[src/rtl/st_channel_arbiter_if.sv]
// Handshake bundle for st_channel_arbiter: NUM_CH input streams, their enables and the merged
// output source. The arbiter uses the slave view; the traffic environment uses the master view.
interface st_channel_arbiter_if #(
  parameter int unsigned DATA_W = 64,
  parameter int unsigned NUM_CH = 4,
  parameter int unsigned CH_W   = (NUM_CH > 1) ? $clog2(NUM_CH) : 1
);
  logic [NUM_CH*DATA_W-1:0] in_data;
  logic [NUM_CH-1:0]        in_valid;
  logic [NUM_CH-1:0]        in_ready;
  logic [NUM_CH-1:0]        ch_enable;
  logic [DATA_W-1:0]        data_source_data;
  logic [CH_W-1:0]          data_source_channel;
  logic                     data_source_valid;
  logic                     data_source_ready;

  modport slave (
    input  in_data, in_valid, ch_enable, data_source_ready,
    output in_ready, data_source_data, data_source_channel, data_source_valid
  );

  modport master (
    output in_data, in_valid, ch_enable, data_source_ready,
    input  in_ready, data_source_data, data_source_channel, data_source_valid
  );
endinterface

[src/rtl/st_channel_arbiter.sv]
// Burst round-robin merge of NUM_CH streams into one show-ahead output FIFO that tags each beat
// with its source channel. One IDLE cycle separates consecutive grants.
module st_channel_arbiter #(
  parameter int unsigned DATA_W     = 64,
  parameter int unsigned NUM_CH     = 4,
  parameter int unsigned BURST_LEN  = 4,
  parameter int unsigned FIFO_DEPTH = 4,
  localparam int unsigned CH_W      = (NUM_CH > 1) ? $clog2(NUM_CH) : 1,
  localparam int unsigned LVL_W     = $clog2(FIFO_DEPTH) + 1
) (
  input  logic                kernel_clk_clk,
  input  logic                kernel_reset_reset,
  st_channel_arbiter_if.slave bus,
  output logic [LVL_W-1:0]    fifo_level
);
  localparam int unsigned PTR_W  = $clog2(FIFO_DEPTH);
  localparam int unsigned BCNT_W = (BURST_LEN > 1) ? $clog2(BURST_LEN) : 1;
  localparam int unsigned CW1    = CH_W + 1;
  localparam logic [BCNT_W-1:0] BCNT_LAST = BCNT_W'(BURST_LEN - 1);
  localparam logic [LVL_W-1:0]  LVL_FULL  = LVL_W'(FIFO_DEPTH);

  typedef enum logic [0:0] {StIdle, StServe} state_e;

  state_e            r_state, w_state_nxt;
  logic [CH_W-1:0]   r_cur, w_cur_nxt;
  logic [CH_W-1:0]   r_rr_ptr, w_rr_ptr_nxt;
  logic [BCNT_W-1:0] r_beat_cnt, w_beat_cnt_nxt;

  logic [DATA_W-1:0] r_mem_data [FIFO_DEPTH];
  logic [CH_W-1:0]   r_mem_ch   [FIFO_DEPTH];
  logic [PTR_W-1:0]  r_wr_ptr, r_rd_ptr;
  logic [LVL_W-1:0]  r_level;

  logic [NUM_CH-1:0] w_req;
  logic              w_req_any;
  logic [CH_W-1:0]   w_grant;
  logic [CW1-1:0]    w_sum;
  logic [CH_W-1:0]   w_idx;
  logic              w_cur_valid, w_cur_en;
  logic [DATA_W-1:0] w_cur_data;
  logic [NUM_CH-1:0] w_ready;
  logic              w_full, w_accept, w_pop, w_out_valid;

  assign w_req = bus.in_valid & bus.ch_enable;

  // Scan from highest index down so the last hit is the one nearest rr_ptr+1.
  always_comb begin
    w_req_any = 1'b0;
    w_grant   = '0;
    w_sum     = '0;
    w_idx     = '0;
    for (int k = int'(NUM_CH); k >= 1; k--) begin
      w_sum = {1'b0, r_rr_ptr} + CW1'(k);
      w_idx = (w_sum >= CW1'(NUM_CH)) ? CH_W'(w_sum - CW1'(NUM_CH)) : CH_W'(w_sum);
      if (w_req[w_idx]) begin
        w_req_any = 1'b1;
        w_grant   = w_idx;
      end
    end
  end

  always_comb begin
    w_cur_valid = 1'b0;
    w_cur_en    = 1'b0;
    w_cur_data  = '0;
    for (int c = 0; c < int'(NUM_CH); c++) begin
      if (r_cur == CH_W'(c)) begin
        w_cur_valid = bus.in_valid[c];
        w_cur_en    = bus.ch_enable[c];
        w_cur_data  = bus.in_data[c*DATA_W +: DATA_W];
      end
    end
  end

  assign w_full = (r_level == LVL_FULL);

  always_comb begin
    w_ready = '0;
    if (!kernel_reset_reset && r_state == StServe && !w_full && w_cur_en) begin
      for (int c = 0; c < int'(NUM_CH); c++) begin
        if (r_cur == CH_W'(c)) w_ready[c] = 1'b1;
      end
    end
  end

  assign w_accept    = |(w_ready & bus.in_valid);
  assign w_out_valid = !kernel_reset_reset && (r_level != '0);
  assign w_pop       = w_out_valid && bus.data_source_ready;

  always_comb begin
    w_state_nxt    = r_state;
    w_cur_nxt      = r_cur;
    w_rr_ptr_nxt   = r_rr_ptr;
    w_beat_cnt_nxt = r_beat_cnt;
    unique case (r_state)
      StIdle: begin
        if (w_req_any) begin
          w_state_nxt    = StServe;
          w_cur_nxt      = w_grant;
          w_rr_ptr_nxt   = w_grant;
          w_beat_cnt_nxt = '0;
        end
      end
      StServe: begin
        if (w_accept) w_beat_cnt_nxt = r_beat_cnt + BCNT_W'(1);
        // A full FIFO with valid and enable still high holds the grant.
        if ((w_accept && r_beat_cnt == BCNT_LAST) || !w_cur_valid || !w_cur_en) begin
          w_state_nxt = StIdle;
        end
      end
      default: w_state_nxt = StIdle;
    endcase
  end

  always_ff @(posedge kernel_clk_clk) begin
    if (kernel_reset_reset) begin
      r_state    <= StIdle;
      r_cur      <= '0;
      r_rr_ptr   <= CH_W'(NUM_CH - 1);
      r_beat_cnt <= '0;
    end else begin
      r_state    <= w_state_nxt;
      r_cur      <= w_cur_nxt;
      r_rr_ptr   <= w_rr_ptr_nxt;
      r_beat_cnt <= w_beat_cnt_nxt;
    end
  end

  always_ff @(posedge kernel_clk_clk) begin
    if (kernel_reset_reset) begin
      r_wr_ptr <= '0;
      r_rd_ptr <= '0;
      r_level  <= '0;
    end else begin
      if (w_accept) r_wr_ptr <= r_wr_ptr + PTR_W'(1);
      if (w_pop)    r_rd_ptr <= r_rd_ptr + PTR_W'(1);
      if (w_accept && !w_pop)      r_level <= r_level + LVL_W'(1);
      else if (!w_accept && w_pop) r_level <= r_level - LVL_W'(1);
    end
  end

  always_ff @(posedge kernel_clk_clk) begin
    if (w_accept) begin
      r_mem_data[r_wr_ptr] <= w_cur_data;
      r_mem_ch[r_wr_ptr]   <= r_cur;
    end
  end

  assign bus.in_ready            = w_ready;
  assign bus.data_source_valid   = w_out_valid;
  assign bus.data_source_data    = w_out_valid ? r_mem_data[r_rd_ptr] : '0;
  assign bus.data_source_channel = w_out_valid ? r_mem_ch[r_rd_ptr] : '0;
  assign fifo_level              = kernel_reset_reset ? '0 : r_level;
endmodule

[src/flat_wrapper.sv]
// flat-port wrapper written by rule: the top's interface ports become plain ports
module st_channel_arbiter_flat 
#(
  parameter int unsigned DATA_W     = 64,
  parameter int unsigned NUM_CH     = 4,
  parameter int unsigned BURST_LEN  = 4,
  parameter int unsigned FIFO_DEPTH = 4,
  localparam int unsigned CH_W      = (NUM_CH > 1) ? $clog2(NUM_CH) : 1,
  localparam int unsigned LVL_W     = $clog2(FIFO_DEPTH) + 1
)
  (kernel_clk_clk, kernel_reset_reset, fifo_level, bus_in_data, bus_in_valid, bus_ch_enable, bus_data_source_ready, bus_in_ready, bus_data_source_data, bus_data_source_channel, bus_data_source_valid);
  st_channel_arbiter_if #(.DATA_W(DATA_W), .NUM_CH(NUM_CH)) bus_i ();
  input  logic kernel_clk_clk;
  input  logic kernel_reset_reset;
  output logic [LVL_W-1:0] fifo_level;
  input wire logic [$bits(bus_i.in_data)-1:0] bus_in_data;
  input wire logic [$bits(bus_i.in_valid)-1:0] bus_in_valid;
  input wire logic [$bits(bus_i.ch_enable)-1:0] bus_ch_enable;
  input wire logic [$bits(bus_i.data_source_ready)-1:0] bus_data_source_ready;
  output wire logic [$bits(bus_i.in_ready)-1:0] bus_in_ready;
  output wire logic [$bits(bus_i.data_source_data)-1:0] bus_data_source_data;
  output wire logic [$bits(bus_i.data_source_channel)-1:0] bus_data_source_channel;
  output wire logic [$bits(bus_i.data_source_valid)-1:0] bus_data_source_valid;
  assign bus_i.in_data = bus_in_data;
  assign bus_i.in_valid = bus_in_valid;
  assign bus_i.ch_enable = bus_ch_enable;
  assign bus_i.data_source_ready = bus_data_source_ready;
  assign bus_in_ready = bus_i.in_ready;
  assign bus_data_source_data = bus_i.data_source_data;
  assign bus_data_source_channel = bus_i.data_source_channel;
  assign bus_data_source_valid = bus_i.data_source_valid;
  st_channel_arbiter #(.DATA_W(DATA_W), .NUM_CH(NUM_CH), .BURST_LEN(BURST_LEN), .FIFO_DEPTH(FIFO_DEPTH)) u_core (.kernel_clk_clk(kernel_clk_clk), .kernel_reset_reset(kernel_reset_reset), .bus(bus_i), .fifo_level(fifo_level));
endmodule
[config.mk]
export PLATFORM = sky130hd
export DESIGN_NAME = st_channel_arbiter_flat
export DESIGN_NICKNAME = d
export VERILOG_FILES = /design/src/rtl/st_channel_arbiter_if.sv /design/src/rtl/st_channel_arbiter.sv /design/src/flat_wrapper.sv
export SDC_FILE = /design/constraint.sdc
export NUM_CORES = 1
export LEC_CHECK = 0
export CELL_PAD_IN_SITES_DETAIL_PLACEMENT = 0
export CELL_PAD_IN_SITES_GLOBAL_PLACEMENT = 2
export CORE_AREA = 2 2 182 184
export CTS_BUF_LIST = sky130_fd_sc_hd__clkbuf_8
export CTS_CLUSTER_SIZE = 16
export DETAILED_ROUTE_END_ITERATION = 16
export DIE_AREA = 0 0 184 186
export GPL_ROUTABILITY_DRIVEN = 1
export PLACE_DENSITY_LB_ADDON = 0.1
export SYNTH_ARGS = -nofsm -noshare
export SYNTH_HDL_FRONTEND = slang
export SYNTH_SLANG_ARGS = --single-unit
[constraint.sdc]
create_clock -name kernel_clk_clk -period 8.05 [get_ports kernel_clk_clk]
set_input_delay 1.2075 -clock kernel_clk_clk [delete_from_list [all_inputs] [get_ports kernel_clk_clk]]
set_output_delay 1.2075 -clock kernel_clk_clk [all_outputs]
set_load 0.01 [all_outputs]
---- Word-level counts from Yosys, hierarchy flattened ----
Memory sizes are Yosys's and may differ from the RTL's. A register that Yosys moved wholly into a read port is not among the register bits.
Index checks and enable logic that the tools add are counted.
Widths: inputs -> output; s select.
cells by class
  $add $sub $neg .......................... 13
  $lt $le $gt $ge ......................... 8
  muxes and demuxes ....................... 54
  equality and inequality tests ........... 7
  bitwise operators ....................... 3
  reductions and logical operators ........ 22
operators with widths
  operator             count
  $mux 64              5
  $mux 2               15
  $mux 1               24
  $ge 3x3->1 const B   4
  $lt 2x3->1 const B   4
  $mux 3               3
  $and 4x4->4          2
  $bmux 1 s2           4
  $logic_and 1x1->1    8
  $sub 2x1->2 const B  4
  $add 2x1->2 const B  3
  $add 2x2->3 const B  2
  $eq 2x2->1 const B   3
  $logic_not 1->1      6
  $mux 4               1
  $pmux 2 s2           1
  $reduce_and 2->1     2
  $reduce_or 4->1      1
  $add 2x1->3 const B  1
  $add 2x3->3 const B  1
  $add 3x1->3 const B  1
  $eq 3x3->1 const B   1
  $reduce_bool 3->1    1
  $sub 3x1->3 const B  1
  8 further kinds      9
word-level totals
  memories kept ........................... 2
  bits in writable memories ............... 264
  bits of input ports ..................... 267
  output and inout port bits .............. 74
  register bits ........................... 14
memory list
  memory             depth  width  rd ports  clocked after memory_dff  wr ports  line                      source
  u_core.r_mem_data  4      64     1         1                         1         st_channel_arbiter.sv:29  logic [DATA_W-1:0] r_mem_data [FIFO_DEPTH];
  u_core.r_mem_ch    4      2      1         1                         1         st_channel_arbiter.sv:30  logic [CH_W-1:0] r_mem_ch [FIFO_DEPTH];

---- Logic depth before layout (Yosys ltp) ----
Gate-level depths: netlist of run 1.
  depth after elaboration ................. 14
  gate-level depth with buffers ........... 11

---- Worst setup path before layout of run 1 ----
OpenSTA, ideal clock, no wires.
  path type ............................... input to register
  from .................................... input port bus_ch_enable[2]
  to ...................................... memory u_core.r_mem_ch[0][0] in the netlist's numbering, enable pin
  path slack .............................. 3.046 ns
  data arrival time ....................... 4.513 ns
  required time ........................... 7.559 ns
  cell stages on the path ................. 4
  cells stage by stage .................... mux2i_1 -> o22ai_1 -> nand3_2 -> nor2_1
between the ends
  cells in the longest elaborated chain, start to end .. 8
RTL lines
  what                          line                       source
  start: declaration            flat_wrapper.sv:18         input wire logic [$bits(bus_i.ch_enable)-1:0] bus_ch_enable;
  $mux 1 (2 in series)          st_channel_arbiter.sv:67   if (r_cur == CH_W'(c)) begin
  $logic_and 1x1->1             st_channel_arbiter.sv:79   if (!kernel_reset_reset && r_state == StServe && !w_full && w_cur_en) begin
  $mux 4                        st_channel_arbiter.sv:79
  $and 4x4->4                   st_channel_arbiter.sv:86   assign w_accept = |(w_ready & bus.in_valid);
  $reduce_or 4->1               st_channel_arbiter.sv:86
  $mux 1                        st_channel_arbiter.sv:143  if (w_accept) begin
  $mux 1 (not written as such)  st_channel_arbiter.sv:145  r_mem_ch[r_wr_ptr] <= r_cur;
  end: declaration              st_channel_arbiter.sv:30
No other way between the ends.

---- Worst setup path in the final report of run 1 ----
  from .................................... input port kernel_reset_reset
  to ...................................... output port bus_data_source_data[2]
between the ends
  cells in the longest elaborated chain, start to end .. 3
RTL lines
  what                line                       source
  start: declaration  flat_wrapper.sv:14         input logic kernel_reset_reset;
  $logic_not 1->1     st_channel_arbiter.sv:87   assign w_out_valid = !kernel_reset_reset && (r_level != '0);
  $logic_and 1x1->1   st_channel_arbiter.sv:87
  $mux 64             st_channel_arbiter.sv:151  assign bus.data_source_data = w_out_valid ? r_mem_data[r_rd_ptr] : '0;
  end: declaration    flat_wrapper.sv:21         output wire logic [$bits(bus_i.data_source_data)-1:0] bus_data_source_data;
No other way between the ends.

==> run_results.csv, run 1 <==
group,metric,value,unit
run_status,status,"finished clean",
clocking,cts.clk_slew.worst_paths,0.06,ns
yosys,synthAdderAreaFrac,0.00768,
routing,dr.pass1.iters,4,
yosys,async_reset_ff_frac,0,
global_route,grt_max_degree,76,
die,start_util,0.384,
layout,syn_to_final_growth,37.7,%
power,power_density,201,nW/um^2
layout,drive_gt1_frac,0.208,
global_route,grt_remaining_overflow,0,
yosys,synth_compound_area_frac,0.0121,
die,die_area,34200,sq um
worst_setup_path,regToRegEndpoint,"u_core.r_mem_data[0][32]$_DFFE_PP_",
global_route,use_met2,0.307,
yosys,synth_edf_count,264,
worst_setup_path,worstPathBufferInverterCount,2,
worst_hold_path,hold_path_class,"reg2reg",
clocking,cts_root_buffer,"clkbuf_8",
routing,drc,0,
yosys,synth-simple-area-share,0.0498,
sta,rsz0062_at_grt,"false",
yosys,syn_nets,882,
clocking,htreeDepth,2,
sta,hold_viol_final,0,
global_route,grt_pass1_wl,44300,um
yosys,ys_warn_count,0,
clocking,cts_tree,"built",
clocking,clock-sinks,280,
die,rows,66,
yosys,syn_avg_cell_area,20.4,sq um
sta,worstMarginPinSlew,1.21,ns
placement,io_buffers,340,
placement,hpwl,18600,um
yosys,yosysSeqAreaShare,0.666,
placement,gp_congestion,0.729,
sta,layout_setup_ws,2.68,ns
yosys,syn-instance-count,608,
layout,layout_commonest_cell,"clkdlybuf4s50_1",
job,maxCapViolCount,0,
worst_setup_path,rr_worst_depth,5,
worst_setup_path,critical_path.most_common_cell,"clkdlybuf4s50_1",
yosys,yosys_most_used_dff,"edfxtp_1",
routing,vias,7268,
worst_setup_path,slowest_delay,0.99,ns
global_route,grt-busiest-layer,"met2",
sta,fmax,186,MHz
worst_setup_path,worstReg2RegStart,"u_core.r_cur[1]$_SDFFE_PP0P_",
routing,wl,29100,um
yosys,synthMuxAreaShare,0.244,
worst_hold_path,min_to,"u_core.r_beat_cnt[0]$_SDFFE_PP0P_",
global_route,grt_use_total,0.171,
sta,setup-violations-final,0,
global_route,use_met1,0.204,
die,die_h,186,um
yosys,ys_types,37,
sta,whs,0.483,ns
placement,pre_cts_slack,2.60,ns
sta,finalMaxSlewViolations,0,
clocking,cts_resized,0,
layout,layout_common_cells,"clkdlybuf4s50_1 (340), edfxtp_1 (264), mux4_2 (131)",
worst_setup_path,critical-path-slowest-cell,"or3_2",
layout,fin_nets,1238,
clocking,cts_hold_buf,0,
worst_setup_path,r2r_slack,4.27,ns
yosys,syn_area,12400,sq um
worst_setup_path,worstPathMaxFanout,67,
global_route,grt_pass1_vias,8185,
worst_setup_path,crit_arrival,4.16,ns
sta,fin_skew,0.0163,ns
sta,period_share,0.667,
worst_setup_path,critPathLaunchType,"input port",
worst_hold_path,worstHoldPathCells,1,
routing,ant_nets,0,
power,leakagePower,0.00546,uW
sta,post-route-min-period,5.37,ns
routing,viasPerCell,5.17,
layout,final_core_util,0.529,
yosys,synth_top_family_by_area,"multiplexers",
clocking,clkLatencyLatePin,0.54,ns
die,core,32200,sq um
worst_hold_path,min_from,"u_core.r_beat_cnt[0]$_SDFFE_PP0P_",
power,ir_drop,0.0000933,V
worst_setup_path,crit_type,"in2out",
clocking,cts_buffer_depth,3,
worst_setup_path,path_delay_family,"simple AND/OR/NAND/NOR gates",
clocking,post_cts_buffers,0,
die,die_w,184,um
yosys,synth-xor-area-share,0.00212,
sta,maxSlewHeadroom,0.194,
global_route,antenna_found_initial,5,
routing,post_drt_wl_per_cell,20.7,um
global_route,met3_usage,0.0428,
routing,drt_iter0_markers,362,
worst_setup_path,crit_chain,"clkdlybuf4s50_1 > nor2b_1 > or3_2 > and2_1 > clkdlybuf4s50_1",
worst_setup_path,end_kind,"primary output",
die,pin_count,341,
sta,setup_tns,0,ns
clocking,cts_inserted_buffers,46,
yosys,ys_seq_elements,280,
worst_setup_path,cp.required,6.84,ns
synthesized netlist by cell type, types with 2 or more instances:
master | number | area (sq um)
ha_1 | 6 | 75.1
nor2b_1 | 3 | 18.8
and2_1 | 68 | 425
mux2_2 | 2 | 22.5
buf_2 | 20 | 100
nand3_1 | 2 | 10.0
nand2_1 | 8 | 30.0
or3_1 | 3 | 18.8
o21ai_0 | 5 | 25.0
mux2i_1 | 5 | 50.1
nand2b_1 | 2 | 12.5
xor2_1 | 2 | 17.5
nor2_1 | 11 | 41.3
edfxtp_1 | 264 | 7930
clkbuf_1 | 16 | 60.1
a31oi_1 | 3 | 18.8
nor3_1 | 3 | 15.0
a21oi_1 | 9 | 45.0
dfxtp_1 | 16 | 320
inv_1 | 12 | 45.0
mux4_2 | 131 | 2950
nor4_1 | 2 | 12.5
logic make-up (layout without fill, tap and decap cells):
family | Yosys count | in the layout
compound gates | 24 | 24
xor+xnor | 3 | 3
fa+ha+maj | 7 | 7
buf+inv | 50 | 439
flops | 280 | 280
mux | 138 | 138
other cells | 0 | 1
simple gates | 106 | 106
worst max-delay path by stage:
stage | from | endpoint | slack, ns | depth (start not counted)
5_1_grt | kernel_reset_reset | bus_data_source_data[9] | 2.38 | 5
3_5_place_dp | kernel_reset_reset | bus_data_source_data[2] | 2.60 | 5
3_3_place_gp | kernel_reset_reset | bus_data_source_data[2] | 2.72 | 5
6_report | kernel_reset_reset | bus_data_source_data[2] | 2.68 | 5
4_1_cts | kernel_reset_reset | bus_data_source_data[2] | 2.59 | 5
2_1_floorplan | bus_ch_enable[2] | u_core.r_mem_ch[0][0]$_DFFE_PP_ | 3.05 | 4
power by group:
part	switching, uW	internal (uW)
sequential	47.8	1660
clock	523	590
combinational	232	370
metal layers:
| metal | wire (um) | vias up |
|---|---|---|
| met5 | 34 | - |
| met4 | 445 | 6 |
| met3 | 1760 | 43 |
| met2 | 15400 | 237 |
| met1 | 11400 | 3732 |
| li1 | - | 3250 |
registers in the layout (all words and copies together), names as in the netlist, named ones only:
| name | flops |
|---|---|
| u_core.r_mem_data | 256 |
| u_core.r_mem_ch | 8 |
| u_core.r_level | 3 |
| u_core.r_beat_cnt | 2 |
| u_core.r_cur | 2 |
| u_core.r_rd_ptr | 2 |
| u_core.r_rr_ptr | 2 |
| u_core.r_wr_ptr | 2 |
| u_core.r_state | 1 |
per-stage QoR:
stage | std cells | area, sq um | power, uW
3_3_place_gp | 1324 | 16200 | 2340
2_1_floorplan | 608 | 12400 | 2040
6_report | 1406 | 17000 | 3420
5_1_grt | 1406 | 17000 | 3590
4_1_cts | 1405 | 17000 | 3480
3_5_place_dp | 1324 | 16200 | 2360
layout make-up:
type / count / area (sq um)
inverters: 12 / 45.0
flip-flops and latches: 280 / 8260
repair buffers: 346 / 3450
clock inverters: 32 / 154
fillers: 2637 / 15200
multi-input cells: 278 / 3940
clock buffers: 49 / 674
well taps: 408 / 510
diodes: 1 / 2.50
Power figures use the tool's default switching activity.
==> inputs of run 2 (changes only) <==
Settings changed: CORE_AREA 2 2 182 184 to 2 2 200 202, DIE_AREA 0 0 184 186 to 0 0 202 204.
Clock period 8.05 ns to 4.9 ns, I/O delays scaled along.
==> run_results.csv, run 2 (synthesized netlist as in run 1, its figures left out) <==
group,metric,value,unit
clocking,htreeDepth,2,
die,die_area,41200,sq um
die,die_w,202,um
sta,period_share,0.834,
global_route,grt_max_degree,68,
routing,drc,0,
power,switching_share,0.239,
placement,io_buffers,340,
die,start_util,0.316,
sta,setup_tns,0,ns
sta,rsz0062_at_grt,"false",
global_route,grt_pass1_wl,47000,um
sta,worstMarginPinSlew,1.07,ns
layout,stdcell_count,1528,
clocking,cts.clk_slew.worst_paths,0.06,ns
worst_setup_path,cp-endpoint,"bus_data_source_data[0]",
routing,drt_iter0_markers,286,
worst_setup_path,crit_type,"in2out",
sta,post-route-min-period,4.09,ns
clocking,cts_inserted_buffers,47,
power,intPower,4290,uW
die,core,39200,sq um
sta,whs,0.478,ns
layout,fin_nets,1245,
worst_setup_path,worstReg2RegStart,"u_core.r_cur[0]$_SDFFE_PP0P_",
placement,hpwl,20500,um
sta,layout_setup_ws,0.814,ns
sta,hold_viol_final,0,
routing,vias,7305,
placement,pre_cts_slack,0.767,ns
worst_setup_path,crit_arrival,3.35,ns
global_route,grt_remaining_overflow,0,
power,pwr-share-clk,0.322,
routing,viasPerCell,4.78,
sta,maxSlewHeadroom,0.285,
routing,wl,31000,um
sta,fmax,245,MHz
worst_setup_path,end_kind,"primary output",
layout,largest_registers,"u_core.r_mem_data x256, u_core.r_mem_ch x8, u_core.r_level x3",
layout,layout_commonest_cell,"clkdlybuf4s50_1",
layout,layout_common_cells,"clkdlybuf4s50_1 (340), edfxtp_1 (264), mux4_2 (131)",
placement,gp_congestion,0.796,
clocking,cts_buffer_depth,3,
power,comb_power_share,0.180,
layout,top_register,"u_core.r_mem_data",
run_status,status,"finished clean",
sta,setup-violations-final,0,
routing,post_drt_wl_per_cell,20.3,um
sta,fin_skew,0.0215,ns
sta,finalMaxSlewViolations,0,
worst_setup_path,rr_worst_depth,10,
clocking,cts_tree,"built",
power,p_sw,1350,uW
power,power_density,327,nW/um^2
layout,drive_gt1_frac,0.214,
global_route,grt_use_total,0.149,
job,maxCapViolCount,0,
die,die_h,204,um
worst_setup_path,critPathLaunchType,"input port",
worst_setup_path,startpoint,"kernel_reset_reset",
layout,antennaDiodeCount,0,
clocking,clkLatencyLatePin,0.54,ns
clocking,post_cts_buffers,0,
global_route,antenna_found_initial,1,
worst_setup_path,cp.required,4.16,ns
clocking,clock-sinks,280,
clocking,cts_resized,0,
worst_setup_path,worstPathMaxFanout,67,
worst_setup_path,regToRegEndpoint,"u_core.r_level[2]$_SDFFE_PP0P_",
power,pwr-share-seq,0.497,
routing,ant_nets,0,
layout,syn_to_final_growth,39.3,%
worst_setup_path,r2r_slack,1.84,ns
worst_hold_path,hold_path_class,"reg2reg",
clocking,cts_root_buffer,"clkbuf_8",
power,ir_drop,0.000130,V
layout,largest_reg_flops,256,
clocking,cts_hold_buf,0,
placement,placedCellCount,1447,
global_route,grt_pass1_vias,8255,
routing,dr.pass1.iters,4,
die,pin_count,341,
die,rows,73,
power,leakagePower,0.00549,uW
-- run 2: changes by cell type in the layout (fill, tap and decap cells not counted), sizes merged --
cell / before / now
clkinvlp: 0 / 3
diode: 1 / 0
clkinv: 18 / 15
clkbuf: 49 / 47
inv: 25 / 27
buf: 6 / 12
-- run 2: power by group through the flow --
stage | combinational [uW] | clock, uW | sequential (uW)
6_report | 1010 | 1820 | 2800
5_1_grt | 1100 | 2000 | 2810
4_1_cts | 1040 | 1890 | 2810
3_5_place_dp | 1040 | 0 | 2860
3_3_place_gp | 1010 | 0 | 2850
2_1_floorplan | 559 | 0 | 2790
-- run 2: stage by stage --
step	cell area (sq um)	power, uW	utilization
after floorplan	12400	3350	-
after global placement	16400	3860	0.419
after detailed placement	16400	3890	0.419
after CTS	17200	5740	0.440
after global routing	17200	5910	0.440
final	17200	5630	0.440
-- run 2: area by class of cell --
type                            instances  area (sq um)
Fill cell                            3457         21900
Clock buffer                           47           647
Inverter                               12          45.0
Multi-Input combinational cell        278          3940
Clock inverter                         34           174
Sequential cell                       280          8260
Tap cell                              525           657
Timing Repair Buffer                  352          3510
-- run 2: routing by layer --
metal | vias up | part of all wire | GRT usage
met1 | 3780 | 0.41 | 0.185
met2 | 228 | 0.52 | 0.265
li1 | 3261 | - | -
met3 | 36 | 0.055 | 0.0320
met5 | - | 0 | 0
met4 | 0 | 0.013 | 0.0365
-- run 2: worst max-delay path, stage by stage --
cell and delay (ns):
clkdlybuf4s50_1 0.80, nor2b_1 0.17, or3_2 0.50, buf_4 0.35, and2_1 0.24, clkdlybuf4s50_1 0.54
-- run 2: worst min-delay path by stage --
stage                                        end  slack (ns)  depth (start not counted)                              start
2_1_floorplan  u_core.r_beat_cnt[0]$_SDFFE_PP0P_        0.44                          1  u_core.r_beat_cnt[0]$_SDFFE_PP0P_
3_3_place_gp   u_core.r_beat_cnt[0]$_SDFFE_PP0P_        0.45                          1  u_core.r_beat_cnt[0]$_SDFFE_PP0P_
3_5_place_dp   u_core.r_beat_cnt[0]$_SDFFE_PP0P_        0.47                          1  u_core.r_beat_cnt[0]$_SDFFE_PP0P_
4_1_cts        u_core.r_beat_cnt[0]$_SDFFE_PP0P_        0.48                          1  u_core.r_beat_cnt[0]$_SDFFE_PP0P_
5_1_grt        u_core.r_beat_cnt[0]$_SDFFE_PP0P_        0.49                          1  u_core.r_beat_cnt[0]$_SDFFE_PP0P_
6_report       u_core.r_beat_cnt[0]$_SDFFE_PP0P_        0.48                          1  u_core.r_beat_cnt[0]$_SDFFE_PP0P_
